--- config.mk ---
export PLATFORM = sky130hd
export DESIGN_NAME = spi_slave_bridge_p
export DESIGN_NICKNAME = d
export VERILOG_FILES = /design/src/rtl/spi_slave_bridge_p.sv
export SDC_FILE = /design/constraint.sdc
export NUM_CORES = 1
export LEC_CHECK = 0
export ABC_AREA = 1
export BUFFER_PORTS_ARGS = -buffer_cell sky130_fd_sc_hd__buf_4
export CAP_MARGIN = 20
export CORE_ASPECT_RATIO = 0.6
export CORE_MARGIN = 5
export CORE_UTILIZATION = 57
export CTS_CLUSTER_DIAMETER = 60
export DETAILED_ROUTE_END_ITERATION = 10
export PLACE_DENSITY = 0.89
export SLEW_MARGIN = 20
export SYNTH_ARGS = -nofsm -noshare
export SYNTH_HDL_FRONTEND = slang
export SYNTH_SLANG_ARGS = --single-unit
--- constraint.sdc ---
create_clock -name clk -period 2.82 [get_ports clk]
set_input_delay 0.423 -clock clk [delete_from_list [all_inputs] [get_ports clk]]
set_output_delay 0.423 -clock clk [all_outputs]
set_load 0.03 [all_outputs]
--- src/rtl/spi_slave_bridge_p.sv ---
// SPI slave bridge: the SPI pins are oversampled in the clk domain, so nothing is clocked by sclk.
// Supports parametrised word width, all four SPI modes, bit order, and a valid/ready TX side.
module spi_slave_bridge_p #(
  parameter int DATA_W      = 8,
  parameter int CPOL        = 0,
  parameter int CPHA        = 0,
  parameter int MSB_FIRST   = 1,
  parameter int SYNC_STAGES = 2
) (
  input  logic              clk,
  input  logic              rst_n,
  input  logic              sclk,
  input  logic              cs_n,
  input  logic              mosi,
  output logic              miso,
  output logic              miso_oe,
  output logic [DATA_W-1:0] rx_data,
  output logic              rx_valid,
  input  logic [DATA_W-1:0] tx_data,
  input  logic              tx_valid,
  output logic              tx_ready,
  output logic              tx_underrun,
  output logic              frame_abort,
  output logic              busy
);
  localparam int CNT_W = (DATA_W > 2) ? $clog2(DATA_W) : 1;
  localparam int S     = SYNC_STAGES;

  typedef enum logic {IDLE, ACTIVE} state_t;
  state_t state, state_nxt;

  logic [S-1:0]      sclk_q, cs_q, mosi_q;
  logic [DATA_W-1:0] rx_sh, tx_sh, rx_next, load_word;
  logic [CNT_W-1:0]  bit_cnt;
  logic              miso_r;
  logic              act, lead, trail, cs_fall, cs_rise, mosi_s;
  logic              sample_e, shift_e, last_bit, entry, load;

  function automatic logic first_bit(input logic [DATA_W-1:0] w);
    return (MSB_FIRST != 0) ? w[DATA_W-1] : w[0];
  endfunction

  function automatic logic [DATA_W-1:0] advance(input logic [DATA_W-1:0] w);
    return (MSB_FIRST != 0) ? (w << 1) : (w >> 1);
  endfunction

  always_ff @(posedge clk or negedge rst_n) begin
    if (!rst_n) begin
      sclk_q <= {S{1'(CPOL)}};
      cs_q   <= '1;
      mosi_q <= '0;
    end else begin
      sclk_q <= {sclk_q[S-2:0], sclk};
      cs_q   <= {cs_q[S-2:0], cs_n};
      mosi_q <= {mosi_q[S-2:0], mosi};
    end
  end

  // Edges come from the last two stages; stage S-2 is the newer value.
  assign lead     = (sclk_q[S-2] ^ sclk_q[S-1]) & (sclk_q[S-2] != 1'(CPOL));
  assign trail    = (sclk_q[S-2] ^ sclk_q[S-1]) & (sclk_q[S-2] == 1'(CPOL));
  assign cs_fall  = cs_q[S-1] & ~cs_q[S-2];
  assign cs_rise  = ~cs_q[S-1] & cs_q[S-2];
  assign mosi_s   = mosi_q[S-1];

  assign act       = (state == ACTIVE);
  assign sample_e  = act & ~cs_rise & ((CPHA != 0) ? trail : lead);
  assign shift_e   = act & ~cs_rise & ((CPHA != 0) ? lead : trail);
  assign last_bit  = (bit_cnt == CNT_W'(DATA_W-1));
  assign entry     = (state == IDLE) & cs_fall;
  assign load      = entry | (sample_e & last_bit);
  assign load_word = tx_valid ? tx_data : '0;
  assign rx_next   = (MSB_FIRST != 0) ? {rx_sh[DATA_W-2:0], mosi_s}
                                      : {mosi_s, rx_sh[DATA_W-1:1]};

  always_ff @(posedge clk or negedge rst_n) begin
    if (!rst_n) state <= IDLE;
    else        state <= state_nxt;
  end

  always_comb begin
    state_nxt = state;
    case (state)
      IDLE:    if (cs_fall) state_nxt = ACTIVE;
      ACTIVE:  if (cs_rise) state_nxt = IDLE;
      default: state_nxt = IDLE;
    endcase
  end

  always_comb begin
    busy        = act;
    miso_oe     = act;
    miso        = act & miso_r;
    tx_ready    = load & tx_valid;
    tx_underrun = load & ~tx_valid;
    frame_abort = act & cs_rise & (bit_cnt != '0);
  end

  always_ff @(posedge clk or negedge rst_n) begin
    if (!rst_n) begin
      rx_sh    <= '0;
      tx_sh    <= '0;
      rx_data  <= '0;
      rx_valid <= 1'b0;
      bit_cnt  <= '0;
      miso_r   <= 1'b0;
    end else begin
      rx_valid <= 1'b0;
      if (entry) begin
        bit_cnt <= '0;
        rx_sh   <= '0;
      end else if (!act || cs_rise) begin
        bit_cnt <= '0;
      end else if (sample_e) begin
        rx_sh <= rx_next;
        if (last_bit) begin
          bit_cnt  <= '0;
          rx_data  <= rx_next;
          rx_valid <= 1'b1;
        end else begin
          bit_cnt <= bit_cnt + 1'b1;
        end
      end
      // CPHA=0 presents bit 0 at load, so the shift edge right after a
      // word completion (bit_cnt already wrapped) must not advance.
      if (load) begin
        if (CPHA == 0) begin
          miso_r <= first_bit(load_word);
          tx_sh  <= advance(load_word);
        end else begin
          tx_sh  <= load_word;
        end
      end else if (shift_e && (CPHA != 0 || bit_cnt != '0)) begin
        miso_r <= first_bit(tx_sh);
        tx_sh  <= advance(tx_sh);
      end else if (!act) begin
        miso_r <= 1'b0;
      end
    end
  end
endmodule

Word-level counts from Yosys, hierarchy flattened --
Index checks and enable logic that the tools add are counted.
Word-level totals: input bits 14, memory bits (read-only) 0, memories kept 0, bits in registers 35, bits in latches 0, output and inout port bits 15, memory bits (writable) 0, logic and storage cells 67
Operators by class: equal/unequal tests 3, reduce and logical (&&, ||, !) cells 9, $mul 0, $add $sub $neg 1, shifts and indexed selects 0, divide/modulo/power cells 0, muxes and demuxes 20, $lt $le $gt $ge 0, bitwise logic cells 24
Operator list (count):
- $mux 8 | 3
- $mux 7 | 3
- $and 1x1->1 | 14
- $mux 3 | 4
- $mux 1 | 9
- $not 1->1 | 8
- $reduce_bool 3->1 | 2
- $reduce_and 4->1 | 1
- $reduce_bool 2->1 | 2
- $add 3x1->3 const B | 1
- $eq 3x3->1 const B | 1
- $ne 3x1->1 const B | 1
- $ne 2x2->1 const B | 1
- $pmux 1 s2 | 1
- $reduce_and 2->1 | 1
- $logic_and 1x1->1 | 1
- $logic_not 1->1 | 1
- $logic_or 1x1->1 | 1
- $or 1x1->1 | 1
- $xor 1x1->1 | 1

Longest topological paths before layout --
Gate-level depths: netlist (run 1).
depth after elaboration 8, depth in mapped cells 11, mapped depth without buffers 10

Least setup slack after synthesis (run 1) --
Ideal clock, no wire load.
kind register -> output, start register bit_cnt[0], end output tx_ready, required time 2.397 ns, path slack 0.930 ns, buffers on the path 0, arrival time 1.467 ns, stages on the path, launching flop included 7, path through dfrtp_1 ha_1 ha_1 nand4_2 nand2_4 inv_2 nor2_1
On the way: longest elaborated chain between the ends 4
Ends and longest elaborated chain:
- from (decl) | line 34 | logic [CNT_W-1:0] bit_cnt;
- from (signal assigned) | line 121 | bit_cnt <= bit_cnt + 1'b1;
- $eq 3x3->1 | line 69 | assign last_bit = (bit_cnt == CNT_W'(DATA_W-1));
- $and 1x1->1 | line 71 | assign load = entry | (sample_e & last_bit);
- $or 1x1->1 | line 71
- $and 1x1->1 | line 94 | tx_ready = load & tx_valid;
- to (decl) | line 21 | output logic tx_ready,
No other way between the ends.

Worst setup path after layout (run 1) --
start register bit_cnt[0], end output tx_underrun
On the way: longest elaborated chain between the ends 4
Ends and longest elaborated chain:
- $eq 3x3->1 | line 69
- $and 1x1->1 | line 71
- $or 1x1->1 | line 71
- $and 1x1->1 | line 95 | tx_underrun = load & ~tx_valid;
- to (decl) | line 22 | output logic tx_underrun,
No other way between the ends.

==> flow_summary.yaml, run 1 <==
global_route:
  grt_max_degree: 35
  grt_pass1_wl_um: 5099
  grtUsageTotal_pct: 16.99
  grt-ovfl-total: 0
  grt_pass1_vias: 1149
  antenna_found_initial: 0
setup_path:
  worstSetupPathType: "reg -> out"
  startpoint: "bit_cnt[0]$_DFFE_PN0P_"
  worstPathRequired_ps: 2400
  endpoint: "tx_underrun"
  cp_max_fo: 13
  worstPathCellList: "ha_1 > ha_1 > nand4_2 > nand2_4 > inv_2 > nor2_1 > buf_4"
  r2r_start: "bit_cnt[0]$_DFFE_PN0P_"
  startpoint_type: "register"
  end_kind: "primary output"
  crit_top_cell: "ha_1"
  r2r.worst_path.cells: 7
  critical_path_arrival_ps: 2020
  slowest_stage: "dfrtp_1"
  r2r_setup_slack_ps: 1090
  reg2reg_to: "miso_r$_DFFE_PN0P_"
  cpPeakStageDelay_ps: 390
route:
  wl_met1_um: 1409
  drcViolationCount: 0
  highest_layer: "met4"
  vias_per_cell: 5.151
  drt-wirelength-per-cell_um: 12.87
  dr.pass1.iters: 4
  dr_wl_met3_um: 234
  wl_met2_um: 1288
  drtIter0Drc: 55
  drt_wl_total_um: 2986
  ant_nets: 0
  vias: 1195
clock_network:
  cts_buffer_depth: 2
  cts-root-buf: "clkbuf_8"
  post_cts_buffers: 0
  cts_buffers: 5
  hold_buffers: 0
  clock_sinks: 34
  clkTransAtPathRegs_ps: 70
  cts_tree: "built"
  insertion_delay_ps: 290
  htreeDepth: 2
  cts-resized-gates: 0
run:
  maxCapViolations: 0
yosys:
  synth_xor_area_share_pct: 0
  ys_types: 25
  yosysTopAreaCell: "dfrtp_1"
  synth_ff_type: "dfrtp_1"
  synth_compound_area_share_pct: 7.327
  syn_area_um2: 1503
  yosys-top-cells-area: "dfrtp_1 53%, nand2_1 15%, nand3_1 5.7%"
  yosysTopAreaCellShare_pct: 53.29
  syn_area_per_cell_um2: 8.945
  synth_top_family_by_area: "simple AND/OR/NAND/NOR gates"
  muxShareOfSynthArea_pct: 0
  ys_seq_elements: 34
  seq_area_frac_synth_pct: 56.79
  async_flop_share_pct: 100.0
  synth_edf_count: 0
  synthCells: 168
  synth-simple-area-share_pct: 27.14
  ys_warn_count: 0
  yosys.area_share.adder_pct: 2.498
  synth_nets: 185
power_and_ir_drop:
  irDropWorstVdd_v: 0.0003137
  leakagePower_nw: 0.9961
  power_density_nw_per_um2: 587.8
sta:
  worst_slew_pin_slew_ps: 434.4
  slew_viol_final: 0
  clock_skew_ps: 6.667
  min_period_over_period_pct: 86.65
  hold_viol_final: 0
  fin_hold_ws_ps: 62.30
  fin_crit_ps: 2444
  rsz0062_at_grt: "no"
  finalSetupViolCount: 0
  maxSlewHeadroom_pct: 70.97
  fmax_mhz: 409.2
  tns_ps: 0
floorplan:
  die-area_um2: 3797
  die_w_um: 76.29
  fp.dieH_um: 49.77
  core_area_um2: 2505
  io_pins: 29
  rows: 14
  start_util_pct: 59.99
final_layout:
  multi_input_area_um2: 555.5
  regArea_um2: 853.3
  n_fill_cell: 181
  final_cell_area_um2: 1814
  drive_gt1_share_pct: 26.50
  diodes: 0
  fin_cells: 232
  nets: 216
  area_growth_pct: 20.73
placement:
  port_buffers: 28
  placed_cells_incl_taps: 224
  post_dp_cell_area_um2: 1723
  hpwlAfterDp_um: 2215
  gp_congestion: 0.8270
run_status:
  status: "finished, final reports clean"
hold_path:
  hold_class: "in -> async"
## final cells by class
class,instances,area share (%)
Inverter,17,3.517
Clock buffer,7,4.759
Sequential cell,34,47.03
Tap cell,32,2.207
Clock inverter,1,0.2759
Multi-Input combinational cell,113,30.62
Timing Repair Buffer,28,11.59
## how the worst min path moves through the flow
stage / from / to / slack [ps]
after floorplan: rst_n / bit_cnt[0]$_DFFE_PN0P_ / 130
after global placement: mosi_q[0]$_DFF_PN0_ / mosi_q[1]$_DFF_PN0_ / 330
after detailed placement: mosi_q[0]$_DFF_PN0_ / mosi_q[1]$_DFF_PN0_ / 340
after CTS: rst_n / rx_data[5]$_DFFE_PN0P_ / 80
after global routing: rst_n / rx_data[4]$_DFFE_PN0P_ / 100
final: rst_n / rx_data[5]$_DFFE_PN0P_ / 60
## metrics by stage
step	power [mW]	util, %	worst slack, ps
after floorplan	0.6598	-	929.7
after global placement	0.7064	68.78	810.2
after detailed placement	0.7131	68.78	703.5
after CTS	1.077	72.43	391.8
after global routing	1.129	72.43	254.2
final	1.066	72.43	376.4
## power breakdown
| part | internal [mW] | switching, mW |
|---|---|---|
| Combinational | 0.0552 | 0.0931 |
| Sequential | 0.530 | 0.0270 |
| Clock | 0.197 | 0.164 |
| Total | 0.782 | 0.284 |
## cells by family after synthesis
family                     after synthesis
and+or+nand+nor                         92
adders and majority gates                3
AOI/OAI and AO/OA                       18
buffers and inverters                   21
DFF                                     34
## cells in the final DEF (no fill, tap or decap)
cell type  count
dfstp_2        2
o21ai_1        7
dfrtp_1       32
clkinv_2       1
nand2_1       59
o21ai_0        4
inv_2          6
o21ai_2        1
nor2_1         7
nand3_1       17
inv_1         11
nand2_4        1
nor3_1         1
nor2_2         2
clkbuf_8       6
nand4_2        1
a21oi_4        1
buf_4         28
o31ai_1        1
clkbuf_1       1
a211oi_1       1
nor2_4         1
a21oi_1        3
ha_1           3
nand3_2        1
nand2_2        2
## synthesized netlist by cell type (2+ instances only)
cell / number
a21oi_1: 3
buf_4: 2
dfrtp_1: 32
dfstp_2: 2
ha_1: 3
inv_1: 11
inv_2: 6
nand2_1: 59
nand2_2: 2
nand3_1: 17
nor2_1: 7
nor2_2: 2
o21ai_0: 4
o21ai_1: 7
## metal layers
layer  up-vias  global-route usage, %
met3         7                  6.000
met2        38                  26.42
met4         0                  6.977
li1        593                      -
met5         -                      0
met1       557                  21.67
## critical path, delay by kind of cell, from the launching register on
family | cells | cell delay, ps
AND/OR/NAND/NOR | 3 | 740
flip-flops | 1 | 390
adder cells (fa/ha/maj) | 2 | 340
buffers and inverters | 2 | 260
## flip-flops by register name, indices dropped and copies added (netlist names)
signal	cells
miso_r	1
rx_sh	7
busy	1
sclk_q	2
bit_cnt	3
tx_sh	7
rx_valid	1
rx_data	8
cs_q	2
mosi_q	2
Note: power is estimated with default switching activity, not from simulation.
==> run 2: changes to the inputs <==
PLACE_DENSITY = 0.83   (was 0.89)
==> flow_summary.yaml, run 2 (same netlist as run 1, synthesis figures left out) <==
run_status:
  status: "finished, final reports clean"
clock_network:
  hold_buffers: 0
  insertion_delay_ps: 290
  cts_tree: "built"
  clock_sinks: 34
  cts_buffers: 5
  cts-root-buf: "clkbuf_8"
  clkTransAtPathRegs_ps: 70
  htreeDepth: 2
  post_cts_buffers: 0
  cts_buffer_depth: 2
  cts-resized-gates: 0
sta:
  min_period_over_period_pct: 86.42
  maxSlewHeadroom_pct: 70.90
  finalSetupViolCount: 0
  fin_crit_ps: 2437
  tns_ps: 0
  hold_viol_final: 0
  rsz0062_at_grt: "no"
  worst_slew_pin_slew_ps: 435.5
  clock_skew_ps: 6.851
  slew_viol_final: 0
  fmax_mhz: 410.3
setup_path:
  r2r_start: "bit_cnt[0]$_DFFE_PN0P_"
  r2r_setup_slack_ps: 1120
  cpPeakStageDelay_ps: 390
  worstPathRequired_ps: 2400
  critical_path_arrival_ps: 2010
  startpoint: "bit_cnt[0]$_DFFE_PN0P_"
  startpoint_type: "register"
  crit_family: "simple AND/OR/NAND/NOR gates"
  crit_top_cell: "ha_1"
  r2r.worst_path.cells: 7
  reg2reg_to: "miso_r$_DFFE_PN0P_"
  worstSetupPathType: "reg -> out"
  crit_cells: 7
  end_kind: "primary output"
  cp_max_fo: 13
  worstPathCellList: "ha_1 > ha_1 > nand4_2 > nand2_4 > inv_2 > nor2_1 > buf_4"
  slowest_stage: "dfrtp_1"
  path_buf_inv: 2
route:
  dr.pass1.iters: 4
  drcViolationCount: 0
  drtIter0Drc: 120
  ant_nets: 0
  drt_wl_total_um: 3288
  drt-wirelength-per-cell_um: 14.17
  vias_per_cell: 5.263
  vias: 1221
final_layout:
  final_cell_area_um2: 1814
  max_flop_register: "rx_data"
  drive_gt1_share_pct: 26.50
  n_fill_cell: 187
  nets: 216
  top_regs: "rx_data: 8 flops, rx_sh: 7 flops, tx_sh: 7 flops"
  final_common_cell: "nand2_1"
  largest_reg_flops: 8
  final_cell_mix: "59 x nand2_1, 32 x dfrtp_1, 28 x buf_4, 17 x nand3_1, 11 x inv_1"
  diodes: 0
  area_growth_pct: 20.73
floorplan:
  die-area_um2: 3797
  io_pins: 29
  die_w_um: 76.29
  fp.dieH_um: 49.77
  core_area_um2: 2505
  start_util_pct: 59.99
  rows: 14
global_route:
  grt_max_degree: 35
  grt_pass1_wl_um: 5644
  grt_pass1_vias: 1181
  grtUsageTotal_pct: 19.26
  antenna_found_initial: 0
  grt-ovfl-total: 0
placement:
  port_buffers: 28
  gp_congestion: 0.8275
  hpwlAfterDp_um: 2388
  post_dp_cell_area_um2: 1723
hold_path:
  hold_class: "in -> async"
power_and_ir_drop:
  clock_power_share_pct: 34.0
  p_sw_mw: 0.2907
  p_sw_share_pct: 27.09
  intPower_mw: 0.7822
  seq_power_share_pct: 51.9
  p_comb_share_pct: 14.2
  irDropWorstVdd_v: 0.0004059
  power_density_nw_per_um2: 591.4
  leakagePower_nw: 0.9961
run:
  maxCapViolations: 0
run 2: cell counts in the layout (fill, tap and decap cells not counted):
Identical to the previous run, type by type.
run 2: layer usage:
layer  part of all wire, %  wire length [um]  GRT usage (%)  vias to the layer above
met3                   5.6               183          7.091                       10
li1                      -                 -              -                      595
met4                   2.8                92          8.140                        0
met1                    46              1504          25.93                      587
met2                    46              1507          27.98                       29
met5                     0                 0              0                        -
run 2: worst register-to-register path: stages, from the launching register on:
cell	delay, ps
dfrtp_1	390
ha_1	160
ha_1	150
nand4_2	370
inv_2	320
nor2_1	70
nand3_1	70
nand2_1	60
run 2: metrics by stage:
step	power [mW]	utilization [%]	worst slack [ps]	cells	hold WS [ps]
2_1_floorplan	0.6598	-	929.7	168	127.4
3_3_place_gp	0.7079	68.78	799.4	224	336.0
3_5_place_dp	0.7166	68.78	719.3	224	337.9
4_1_cts	1.082	72.43	394.0	232	78.21
5_1_grt	1.133	72.43	246.7	232	102.3
6_report	1.073	72.43	382.9	232	71.21
run 2: worst max path at each step:
stage / to / slack [ps]
finish: tx_underrun / 380
global route: tx_underrun / 250
CTS: tx_underrun / 390
detailed placement: tx_underrun / 720
global placement: tx_underrun / 800
floorplan: tx_ready / 930
run 2: final cells by class:
cell class / instances / area [um^2] / area share [%]
Clock inverter: 1 / 5.005 / 0.2759
Clock buffer: 7 / 86.33 / 4.759
Multi-Input combinational cell: 113 / 555.5 / 30.62
Sequential cell: 34 / 853.3 / 47.03
Timing Repair Buffer: 28 / 210.2 / 11.59
Tap cell: 32 / 40.04 / 2.207
Inverter: 17 / 63.81 / 3.517
run 2: power by group through the flow:
stage | logic, mW | clock network [mW] | registers, mW
2_1_floorplan | 0.0988 | 0 | 0.561
3_3_place_gp | 0.146 | 0 | 0.562
3_5_place_dp | 0.152 | 0 | 0.565
4_1_cts | 0.153 | 0.373 | 0.556
5_1_grt | 0.173 | 0.400 | 0.560
6_report | 0.152 | 0.364 | 0.556
==> run 3: changes to the inputs <==
CTS_BUF_LIST = sky130_fd_sc_hd__clkbuf_8 sky130_fd_sc_hd__clkbuf_16   (was unset)
==> flow_summary.yaml, run 3 (same netlist as run 1, synthesis figures left out) <==
clock_network:
  cts_tree: "built"
  cts-resized-gates: 0
  cts_buffer_depth: 2
  hold_buffers: 0
  cts-root-buf: "clkbuf_8"
  insertion_delay_ps: 290
  clock_sinks: 34
  clkTransAtPathRegs_ps: 70
  cts_buffers: 5
  htreeDepth: 2
  post_cts_buffers: 0
route:
  drt_wl_total_um: 3288
  vias: 1221
  drt-wirelength-per-cell_um: 14.17
  dr.pass1.iters: 4
  highest_layer: "met4"
  wl_met1_um: 1503
  drtIter0Drc: 120
  ant_nets: 0
  drcViolationCount: 0
  vias_per_cell: 5.263
  wl_met2_um: 1507
  dr_wl_met3_um: 183
setup_path:
  crit_top_cell: "ha_1"
  startpoint_type: "register"
  crit_family: "simple AND/OR/NAND/NOR gates"
  worstPathCellList: "ha_1 > ha_1 > nand4_2 > nand2_4 > inv_2 > nor2_1 > buf_4"
  r2r.worst_path.cells: 7
  r2r_setup_slack_ps: 1120
  r2r_start: "bit_cnt[0]$_DFFE_PN0P_"
  startpoint: "bit_cnt[0]$_DFFE_PN0P_"
  cp_max_fo: 13
  critical_path_arrival_ps: 2010
  path_buf_inv: 2
  worstSetupPathType: "reg -> out"
  end_kind: "primary output"
  reg2reg_to: "miso_r$_DFFE_PN0P_"
  worstPathRequired_ps: 2400
  crit_cells: 7
  slowest_stage: "dfrtp_1"
  endpoint: "tx_underrun"
  cpPeakStageDelay_ps: 390
placement:
  gp_congestion: 0.8275
  hpwlAfterDp_um: 2388
  port_buffers: 28
global_route:
  grt-ovfl-total: 0
  grtUsageTotal_pct: 19.22
  grt_max_degree: 35
  grt_pass1_wl_um: 5630
  antenna_found_initial: 0
  grt_pass1_vias: 1182
run:
  maxCapViolations: 0
final_layout:
  largest_reg_flops: 8
  max_flop_register: "rx_data"
  regArea_um2: 853.3
  multi_input_area_um2: 555.5
  diodes: 0
  final_common_cell: "nand2_1"
  final_cell_mix: "59 x nand2_1, 32 x dfrtp_1, 28 x buf_4, 17 x nand3_1, 12 x inv_1"
  nets: 216
  drive_gt1_share_pct: 26.50
  n_fill_cell: 187
  area_growth_pct: 20.73
  top_regs: "rx_data: 8 flops, rx_sh: 7 flops, tx_sh: 7 flops"
sta:
  finalSetupViolCount: 0
  hold_viol_final: 0
  rsz0062_at_grt: "no"
  min_period_over_period_pct: 86.43
  clock_skew_ps: 6.762
  worst_slew_pin_slew_ps: 435.5
  tns_ps: 0
  maxSlewHeadroom_pct: 70.90
  fmax_mhz: 410.3
  slew_viol_final: 0
  fin_crit_ps: 2437
power_and_ir_drop:
  total_power_mw: 1.069
  irDropWorstVdd_v: 0.0004062
  power_density_nw_per_um2: 589.4
  leakagePower_nw: 1.000
floorplan:
  rows: 14
  die-area_um2: 3797
  start_util_pct: 59.99
  fp.dieH_um: 49.77
  io_pins: 29
  core_area_um2: 2505
  die_w_um: 76.29
run_status:
  status: "finished, final reports clean"
hold_path:
  hold_class: "in -> async"
[run 3: changes by cell type in the layout (fill, tap and decap cells not counted)]
cell      change
inv_1         +1
clkbuf_1      -1
[run 3: final cells by class]
type	instances	area share, %
Sequential cell	34	47.03
Timing Repair Buffer	28	11.59
Tap cell	32	2.207
Clock inverter	2	0.4828
Clock buffer	6	4.552
Inverter	17	3.517
Multi-Input combinational cell	113	30.62
[run 3: how the worst min path moves through the flow]
stage,depth (start not counted),endpoint,from,slack (ps)
floorplan,0,bit_cnt[0]$_DFFE_PN0P_,rst_n,130
global placement,0,mosi_q[1]$_DFF_PN0_,mosi_q[0]$_DFF_PN0_,340
detailed placement,0,mosi_q[1]$_DFF_PN0_,mosi_q[0]$_DFF_PN0_,340
CTS,1,tx_sh[4]$_DFFE_PN0P_,rst_n,80
global route,1,rx_sh[5]$_DFFE_PN0P_,rst_n,100
finish,1,rx_sh[2]$_DFFE_PN0P_,rst_n,70
[run 3: power by group]
part,internal (mW),switching [mW],total [mW]
logic,0.0556,0.0965,0.152
clock network,0.193,0.168,0.361
registers,0.530,0.0263,0.556
[run 3: metal layers]
metal / global-route usage [%] / vias to the layer above
met2: 27.98 / 29
met1: 25.82 / 587
met5: 0 / -
met4: 8.140 / 0
li1: - / 595
met3: 7.091 / 10
[run 3: per-stage QoR]
step	worst slack (ps)	hold slack, ps	std cells	area (um^2)	utilization [%]
after floorplan	929.7	127.4	168	1503	-
after global placement	799.4	336.0	224	1723	68.78
after detailed placement	719.3	337.9	224	1723	68.78
after CTS	393.8	78.21	232	1814	72.43
after global routing	248.6	102.3	232	1814	72.43
final	382.8	71.21	232	1814	72.43
